File: src/rtl/fetch_pkg.sv
// Shared types and constants for the instruction-fetch front end.
//   PC_W / INSTR_W   : address and instruction widths
//   PC_STEP          : sequential fetch increment
//   DEFAULT_RESET_PC : default PC loaded on reset
//   fetch_entry_t    : {pc, instr} pair buffered toward decode
package fetch_pkg;

    localparam int unsigned PC_W    = 64;
    localparam int unsigned INSTR_W = 32;

    localparam logic [PC_W-1:0] PC_STEP          = 64'd4;
    localparam logic [PC_W-1:0] DEFAULT_RESET_PC = 64'h0;

    typedef struct packed {
        logic [PC_W-1:0]    pc;
        logic [INSTR_W-1:0] instr;
    } fetch_entry_t;

endpackage

File: src/rtl/fetch_queue.sv
// DEPTH-entry synchronous FIFO of fetch_entry_t.
//   clk, rst      : clock, asynchronous active-high reset
//   flush_i       : drop all entries (wins over push/pop)
//   push_i        : write push_data_i at the tail (accepted if not full, or full with pop)
//   push_data_i   : entry to write
//   pop_i         : remove head entry (ignored when empty)
//   count_o       : current number of entries
//   head_valid_o  : queue is non-empty
//   head_data_o   : head entry; holds the last shown head while empty (zero after reset)
module fetch_queue
    import fetch_pkg::*;
#(
    parameter int unsigned DEPTH = 2,
    localparam int unsigned PTR_W = (DEPTH > 1) ? $clog2(DEPTH) : 1,
    localparam int unsigned CNT_W = $clog2(DEPTH) + 1
) (
    input  logic             clk,
    input  logic             rst,
    input  logic             flush_i,
    input  logic             push_i,
    input  fetch_entry_t     push_data_i,
    input  logic             pop_i,
    output logic [CNT_W-1:0] count_o,
    output logic             head_valid_o,
    output fetch_entry_t     head_data_o
);

    localparam logic [CNT_W-1:0] DEPTH_C = CNT_W'(DEPTH);

    fetch_entry_t     mem_q [DEPTH];
    fetch_entry_t     last_q;
    logic [PTR_W-1:0] wr_ptr_q, wr_ptr_d;
    logic [PTR_W-1:0] rd_ptr_q, rd_ptr_d;
    logic [CNT_W-1:0] count_q, count_d;
    logic             not_empty;
    logic             do_push;
    logic             do_pop;

    assign not_empty = (count_q != '0);
    assign do_pop    = pop_i & not_empty;
    // A full queue can still accept a push when the head leaves in the same cycle.
    assign do_push   = push_i & ((count_q != DEPTH_C) | do_pop);

    always_comb begin
        wr_ptr_d = wr_ptr_q;
        rd_ptr_d = rd_ptr_q;
        count_d  = count_q;
        if (flush_i) begin
            wr_ptr_d = '0;
            rd_ptr_d = '0;
            count_d  = '0;
        end else begin
            if (do_push) wr_ptr_d = wr_ptr_q + 1'b1;
            if (do_pop)  rd_ptr_d = rd_ptr_q + 1'b1;
            count_d = count_q + CNT_W'(do_push) - CNT_W'(do_pop);
        end
    end

    always_ff @(posedge clk or posedge rst) begin
        if (rst) begin
            wr_ptr_q <= '0;
            rd_ptr_q <= '0;
            count_q  <= '0;
            last_q   <= '0;
            for (int i = 0; i < int'(DEPTH); i++) begin
                mem_q[i] <= '0;
            end
        end else begin
            wr_ptr_q <= wr_ptr_d;
            rd_ptr_q <= rd_ptr_d;
            count_q  <= count_d;
            if (!flush_i && do_push) begin
                mem_q[wr_ptr_q] <= push_data_i;
            end
            // Remember whatever is currently on the head outputs so they can hold once empty.
            if (not_empty) begin
                last_q <= mem_q[rd_ptr_q];
            end
        end
    end

    assign count_o      = count_q;
    assign head_valid_o = not_empty;
    assign head_data_o  = not_empty ? mem_q[rd_ptr_q] : last_q;

endmodule

File: src/rtl/fetch_unit.sv
// Instruction-fetch front end: owns the PC, drives the instruction-memory address,
// and buffers {pc, instruction} pairs toward decode with valid/ready back-pressure.
//   clk, rst        : clock, asynchronous active-high reset
//   busPc           : fetch address (registered PC)
//   instruction     : memory read data for busPc, same cycle
//   redirect_valid  : one-cycle pulse restarting fetch at redirect_pc
//   redirect_pc     : redirect target, low two bits forced to zero
//   out_valid       : head of queue holds a fetched instruction
//   out_ready       : decode accepts the head this cycle
//   out_instr       : instruction at head
//   out_pc          : PC of instruction at head
module fetch_unit
    import fetch_pkg::*;
#(
    parameter logic [PC_W-1:0] RESET_PC = DEFAULT_RESET_PC,
    parameter int unsigned     DEPTH    = 2
) (
    input  logic               clk,
    input  logic               rst,
    output logic [PC_W-1:0]    busPc,
    input  logic [INSTR_W-1:0] instruction,
    input  logic               redirect_valid,
    input  logic [PC_W-1:0]    redirect_pc,
    output logic               out_valid,
    input  logic               out_ready,
    output logic [INSTR_W-1:0] out_instr,
    output logic [PC_W-1:0]    out_pc
);

    localparam int unsigned      CNT_W   = $clog2(DEPTH) + 1;
    localparam logic [CNT_W-1:0] DEPTH_C = CNT_W'(DEPTH);

    logic [PC_W-1:0]  pc_q, pc_d;
    logic [CNT_W-1:0] count;
    logic             head_valid;
    fetch_entry_t     head_data;
    fetch_entry_t     push_data;
    logic             pop;
    logic             fetch;
    logic             unused_redirect_lsb;

    assign unused_redirect_lsb = ^redirect_pc[1:0];

    // A handshake coincident with a redirect still counts as consumed; the flush
    // simply discards whatever remains.
    assign pop   = head_valid & out_ready;
    assign fetch = !redirect_valid & ((count < DEPTH_C) | pop);

    always_comb begin
        push_data       = '0;
        push_data.pc    = pc_q;
        push_data.instr = instruction;
    end

    always_comb begin
        pc_d = pc_q;
        if (redirect_valid) begin
            pc_d = {redirect_pc[PC_W-1:2], 2'b00};
        end else if (fetch) begin
            pc_d = pc_q + PC_STEP;
        end
    end

    always_ff @(posedge clk or posedge rst) begin
        if (rst) begin
            pc_q <= RESET_PC;
        end else begin
            pc_q <= pc_d;
        end
    end

    fetch_queue #(
        .DEPTH (DEPTH)
    ) u_queue (
        .clk          (clk),
        .rst          (rst),
        .flush_i      (redirect_valid),
        .push_i       (fetch),
        .push_data_i  (push_data),
        .pop_i        (pop),
        .count_o      (count),
        .head_valid_o (head_valid),
        .head_data_o  (head_data)
    );

    assign busPc     = pc_q;
    assign out_valid = head_valid;
    assign out_instr = head_data.instr;
    assign out_pc    = head_data.pc;

endmodule

File: config.mk
export PLATFORM = sky130hd
export DESIGN_NAME = fetch_unit
export DESIGN_NICKNAME = d
export VERILOG_FILES = /design/src/rtl/fetch_pkg.sv /design/src/rtl/fetch_queue.sv /design/src/rtl/fetch_unit.sv
export SDC_FILE = /design/constraint.sdc
export NUM_CORES = 1
export LEC_CHECK = 0
export ABC_AREA = 1
export CAP_MARGIN = 10
export CORE_MARGIN = 4
export CORE_UTILIZATION = 50
export CTS_BUF_LIST = sky130_fd_sc_hd__clkbuf_16
export DETAILED_ROUTE_END_ITERATION = 10
export DONT_BUFFER_PORTS = 1
export GPL_TIMING_DRIVEN = 1
export HOLD_SLACK_MARGIN = 0.06
export PLACE_DENSITY_LB_ADDON = 0.3
export SKIP_CTS_REPAIR_TIMING = 1
export SKIP_LAST_GASP = 1
export SLEW_MARGIN = 20
export SYNTH_ARGS = -nofsm -noshare
export SYNTH_HDL_FRONTEND = slang
export SYNTH_SLANG_ARGS = --single-unit
File: constraint.sdc
create_clock -name clk -period 33.2 [get_ports clk]
set_clock_uncertainty 0.1 [all_clocks]
set_input_delay 6.64 -clock clk [delete_from_list [all_inputs] [get_ports clk]]
set_output_delay 6.64 -clock clk [all_outputs]
set_load 0.01 [all_outputs]
# After elaboration in Yosys (flattened, before gate mapping)
# Cells that the tools add are included.
# word_totals
reg_bits,356
wordCells,49
# classes
add_sub_neg,5
order_cmp,4
eq_ne,1
muxes,14
bitwise,8
reduce_logical,7
# ops
cell,count
96-bit two-way mux,5
192-bit bitwise mux,1
64-bit two-way mux,2
96-bit demux with 1-bit select,1
"64-bit by 3-bit adder with 64-bit output, second input constant",1
2-bit nonzero test,4
1-bit bitwise AND,4
"2-bit greater-or-equal comparator, second input constant",2
1-bit two-way mux,4
1-bit NOT with 2-bit output,2
"1-bit adder, second input constant",2
2-bit by 1-bit adder with 2-bit output,1
1-bit logical AND,2
"2-bit by 1-bit < comparator with 1-bit output, second input constant",1
"2-bit < comparator, second input constant",1
2-bit two-way mux,1
"2-bit != test, second input constant",1
1-bit bitwise OR,2
2-bit by 1-bit subtractor with 2-bit output,1
1-bit zero test,1

# Longest topological paths before layout
# depth
depth_word,8
ltp_mapped,12

# Hierarchy
# Synthesis repeated with hierarchy kept, for this count alone.
# unflattened
cells_unflattened,2189
hier_area_um2,16911.2
# modules_own_cells
module,instances,cells_per_inst,area_each_um2
fetch_queue,1,1375,11871.4
fetch_unit,1,814,5039.8

# Least setup slack after synthesis
# Ideal clock, no wire load.
# synth_timing
path_kind,reg-to-output
startpoint,"register u_queue.count_q[1], in the netlist u_queue.count_o[1]"
endpoint,output out_instr[0]
arrival_time_ns,1.389
setup_slack_ns,25.071
stages_incl_launch_ff,6
n_path_buf,2
cell_sequence,dfrtp_1 > or2_1 > clkbuf_1 > clkbuf_1 > nor2_1 > a31oi_1
# synth_via
elab_chain_len,2
# synth_lines
item,line_no,text
"start, declared",fetch_queue.sv:34,"logic [CNT_W-1:0] count_q, count_d;"
"start signal, assigned",fetch_queue.sv:71,count_q <= count_d;
2-bit nonzero test,fetch_queue.sv:39,assign not_empty = (count_q != '0);
96-bit two-way mux,fetch_queue.sv:84,assign head_data_o = not_empty ? mem_q[rd_ptr_q] : last_q;
"end, declared",fetch_unit.sv:26,"output logic [INSTR_W-1:0] out_instr,"
# Every way passes these cells.

# Worst setup path after layout
# layout_timing
startpoint,register u_queue.rd_ptr_q
endpoint,output out_pc[34]
# layout_via
elab_chain_len,5
# layout_lines
item,line_no,text
"start, declared",fetch_queue.sv:33,"logic [PTR_W-1:0] rd_ptr_q, rd_ptr_d;"
"start signal, assigned",fetch_queue.sv:70,rd_ptr_q <= rd_ptr_d;
1-bit NOT with 2-bit output (not written as such),fetch_queue.sv:84,
96-bit two-way mux (not written as such) (3 in a row),fetch_queue.sv:84,
96-bit two-way mux,fetch_queue.sv:84,
"end, declared",fetch_unit.sv:27,output logic [PC_W-1:0] out_pc
# Every way passes these cells. The select of a mux whose other input is x is not followed.

==> flow_summary.toml <==
[routing]
drt_pass1_iterations = 5
antenna_left = 0
drt_iter0_markers = 1034
vias = 13300
totalWireLength_um = 45700
routedWlPerCell_um = 19.2
drc = 0
vias_per_cell = 5.60

[place]
io_buffers = 0
pre_cts_slack_ns = 23.58
hpwl_um = 30500
gp_congestion = 0.991

[cells_and_area]
syn2layout_area_growth_pct = 7.35
fillers = 3003
drive_gt1_share_pct = 3.69
nets = 2054
final_util_pct = 54.6

[synth]
synth_ff_type = "dfrtp_1"
synth-compound-area-share_pct = 12.6
synth_adder_area_share_pct = 0.233
synth_top_family_by_area = "simple AND/OR/NAND/NOR gates"
synth.cell_area_um2 = 16100
syn-instance-count = 2007
yosysWarnings = 0
synth-simple-area-share_pct = 24.7
ys_ff_latch = 350
async_flop_share_pct = 100
avgSynthCellArea_um2 = 8.04
synth_cell_types = 38
synthMuxAreaShare_pct = 0
synth_edf_count = 0
seq_area_frac_synth_pct = 54.3
synth_xor_area_share_pct = 0.597

[timing]
rsz0062_at_grt = "false"
drv_slew = 0
max_freq_mhz = 100
worst_pin_slew_ns = 1.08
slew_headroom_pct = 28.2
hold_violations = 0
setup_viol = 0
setup_ws_ns = 23.23
min_period_ns = 9.97
tns_ns = 0
finalCritPeriodShare_pct = 30.0

[global_route]
grt_usage_pct = 25.6
met2_usage_pct = 40.3
overflow = 0
grt_max_degree = 190
grt_pass1_vias = 12700
grtUsageMet1_pct = 35.2
grt_antenna_before_repair = 1
grt_pass1_wl_um = 72600
met3_usage_pct = 7.22
grt-busiest-layer = "met2"

[setup_path]
crit_fanout = 56
end_kind = "output port"
path_cells = "clkinv_2 > buf_4 > nand2_1 > a31oi_1"
path_class = "reg2out"
cp.required_ns = 26.46
cp_data_arrival_time_ns = 3.23
critPathLaunchType = "register"
cp_slowest_cell = "buf_4"
max_stage_delay_ns = 0.69

[floorplan]
die_w_um = 188
io_pins = 261
core.rowCount = 65
coreArea_um2 = 31700
die_y_um = 188
die_area_um2 = 35200
initial_utilization_pct = 50.9

[clock_network]
clkLatencyLatePin_ns = 0.52
clk_root_buffer_cell = "clkbuf_16"
cts_sinks = 350
cts_htree_levels = 2
cts_made_buffers = 38
cts_buffer_depth = 3
clk_pin_slew_worst_paths_ns = 0.06
cts_tree = "yes"

[power_and_ir_drop]
pwr-share-seq_pct = 42.6
p_per_area_nw_per_um2 = 102
vdd_drop_max_uv = 57.1
p_switching_w = 0.000749
p_int_w = 0.00101
p_leak_nw = 8.17
clkPwrFrac_pct = 22.4
p_comb_share_pct = 35.0
power_w = 0.00176
p_sw_share_pct = 42.5

[min_path]
hp-class = "reg2reg"

[run]
drv_cap = 0

[outcome]
status = "completed"
power by group through the flow:
| stage | logic, W | clock network, W | registers (W) |
|---|---|---|---|
| 3_5_place_dp | 0.000617 | 0 | 0.000756 |
| 6_report | 0.000616 | 0.000394 | 0.000751 |
| 4_1_cts | 0.000620 | 0.000402 | 0.000750 |
| 3_3_place_gp | 0.000600 | 0 | 0.000748 |
| 5_1_grt | 0.000701 | 0.000420 | 0.000772 |
| 2_1_floorplan | 0.000489 | 0 | 0.000715 |
registers in the layout, summed over array words and instances, names as in the netlist:
register	count
u_queue.mem_q	188
u_queue.last_q	96
u_queue.wr_ptr_q	1
u_queue.rd_ptr_q	1
u_queue.count_o	2
busPc	62
cell type report:
class,instances,area (µm²),share of cell area (%)
Sequential cell,350,8760,50.6
Multi-Input combinational cell,1384,6170,35.6
Clock buffer,39,976,5.63
Inverter,170,649,3.75
Tap cell,402,503,2.90
Clock inverter,28,170,0.982
Timing Repair Buffer,7,88.8,0.513
Antenna cell,2,5.00,0.0289
stage by stage:
step                hold slack, ns  instance area, µm²  cells
floorplan                    0.353               16100   2008
global placement             0.365               16100   2312
detailed placement           0.373               16100   2312
CTS                          0.387               17300   2379
global route                 0.396               17300   2381
finish                       0.381               17300   2382
logic make-up (layout without fill, tap and decap cells):
family,Yosys count,count (layout)
adders and majority gates,3,3
buffers and inverters,274,244
and+or+nand+nor,1001,1001
DFF,350,350
other,1,4
xor gates and xnor gates,11,11
AOI/OAI and AO/OA,367,367
cells in the final DEF, fill, tap and decap left out, types with 4 or more instances in the layout:
cell type	instances
nand2_1	679
dfrtp_1	349
o21ai_0	210
nor2_1	205
inv_1	177
a31oi_1	96
nand3_1	81
clkbuf_16	39
o21ai_1	22
o211ai_1	20
nand4_1	13
xor2_1	10
a21oi_1	10
clkinv_1	10
nand2_2	5
clkinv_2	4
nor3_1	4
o21bai_1	4
buf_4	4
metal layers:
metal	part of all wire (%)	routed length, µm	vias up
li1	-	-	6337
met1	42	19300	6400
met2	46	20900	527
met3	9.8	4490	66
met4	2.3	1060	0
met5	0	0	-
worst max-delay path, delay by kind of cell, from the launching register on:
family | cells | cell delay (ns)
buffers and inverters | 2 | 1.25
DFF | 1 | 0.68
AOI/OAI and AO/OA | 1 | 0.63
and+or+nand+nor | 1 | 0.11
cells in the mapped netlist (5+ instances only):
cell | n | area [µm²]
buf_4 | 10 | 75.1
a31oi_1 | 96 | 601
o211ai_1 | 20 | 150
nand4_1 | 13 | 81.3
a21oi_1 | 10 | 50.1
inv_1 | 167 | 627
o21ai_0 | 210 | 1050
nor2_1 | 205 | 769
nand3_1 | 81 | 405
buf_2 | 12 | 60.1
dfrtp_1 | 350 | 8760
xor2_1 | 10 | 87.6
nand2_1 | 679 | 2550
buf_6 | 20 | 225
clkbuf_1 | 59 | 221
nand2_2 | 5 | 31.3
o21ai_1 | 22 | 110
path summary, 6_finish.rpt:
kind                                              start                        endpoint  slack [ns]  cells past startpoint
hold / removal             u_queue.mem_q[3]$_DFFE_PP0P_    u_queue.mem_q[3]$_DFFE_PP0P_        0.38                      2
hold reg to reg            u_queue.mem_q[3]$_DFFE_PP0P_    u_queue.mem_q[3]$_DFFE_PP0P_        0.38                      2
setup / recovery           u_queue.rd_ptr_q$_DFFE_PP0P_                      out_pc[34]       23.23                      4
min in group asynchronous                           rst  u_queue.mem_q[122]$_DFFE_PP0P_        6.05                      1
max in group asynchronous                           rst   u_queue.mem_q[94]$_DFFE_PP0P_       25.56                      2
setup reg to reg           u_queue.count_o[1]$_DFF_PP0_   u_queue.mem_q[92]$_DFFE_PP0P_       29.32                      7
Note: power is estimated with default switching activity, not from simulation.
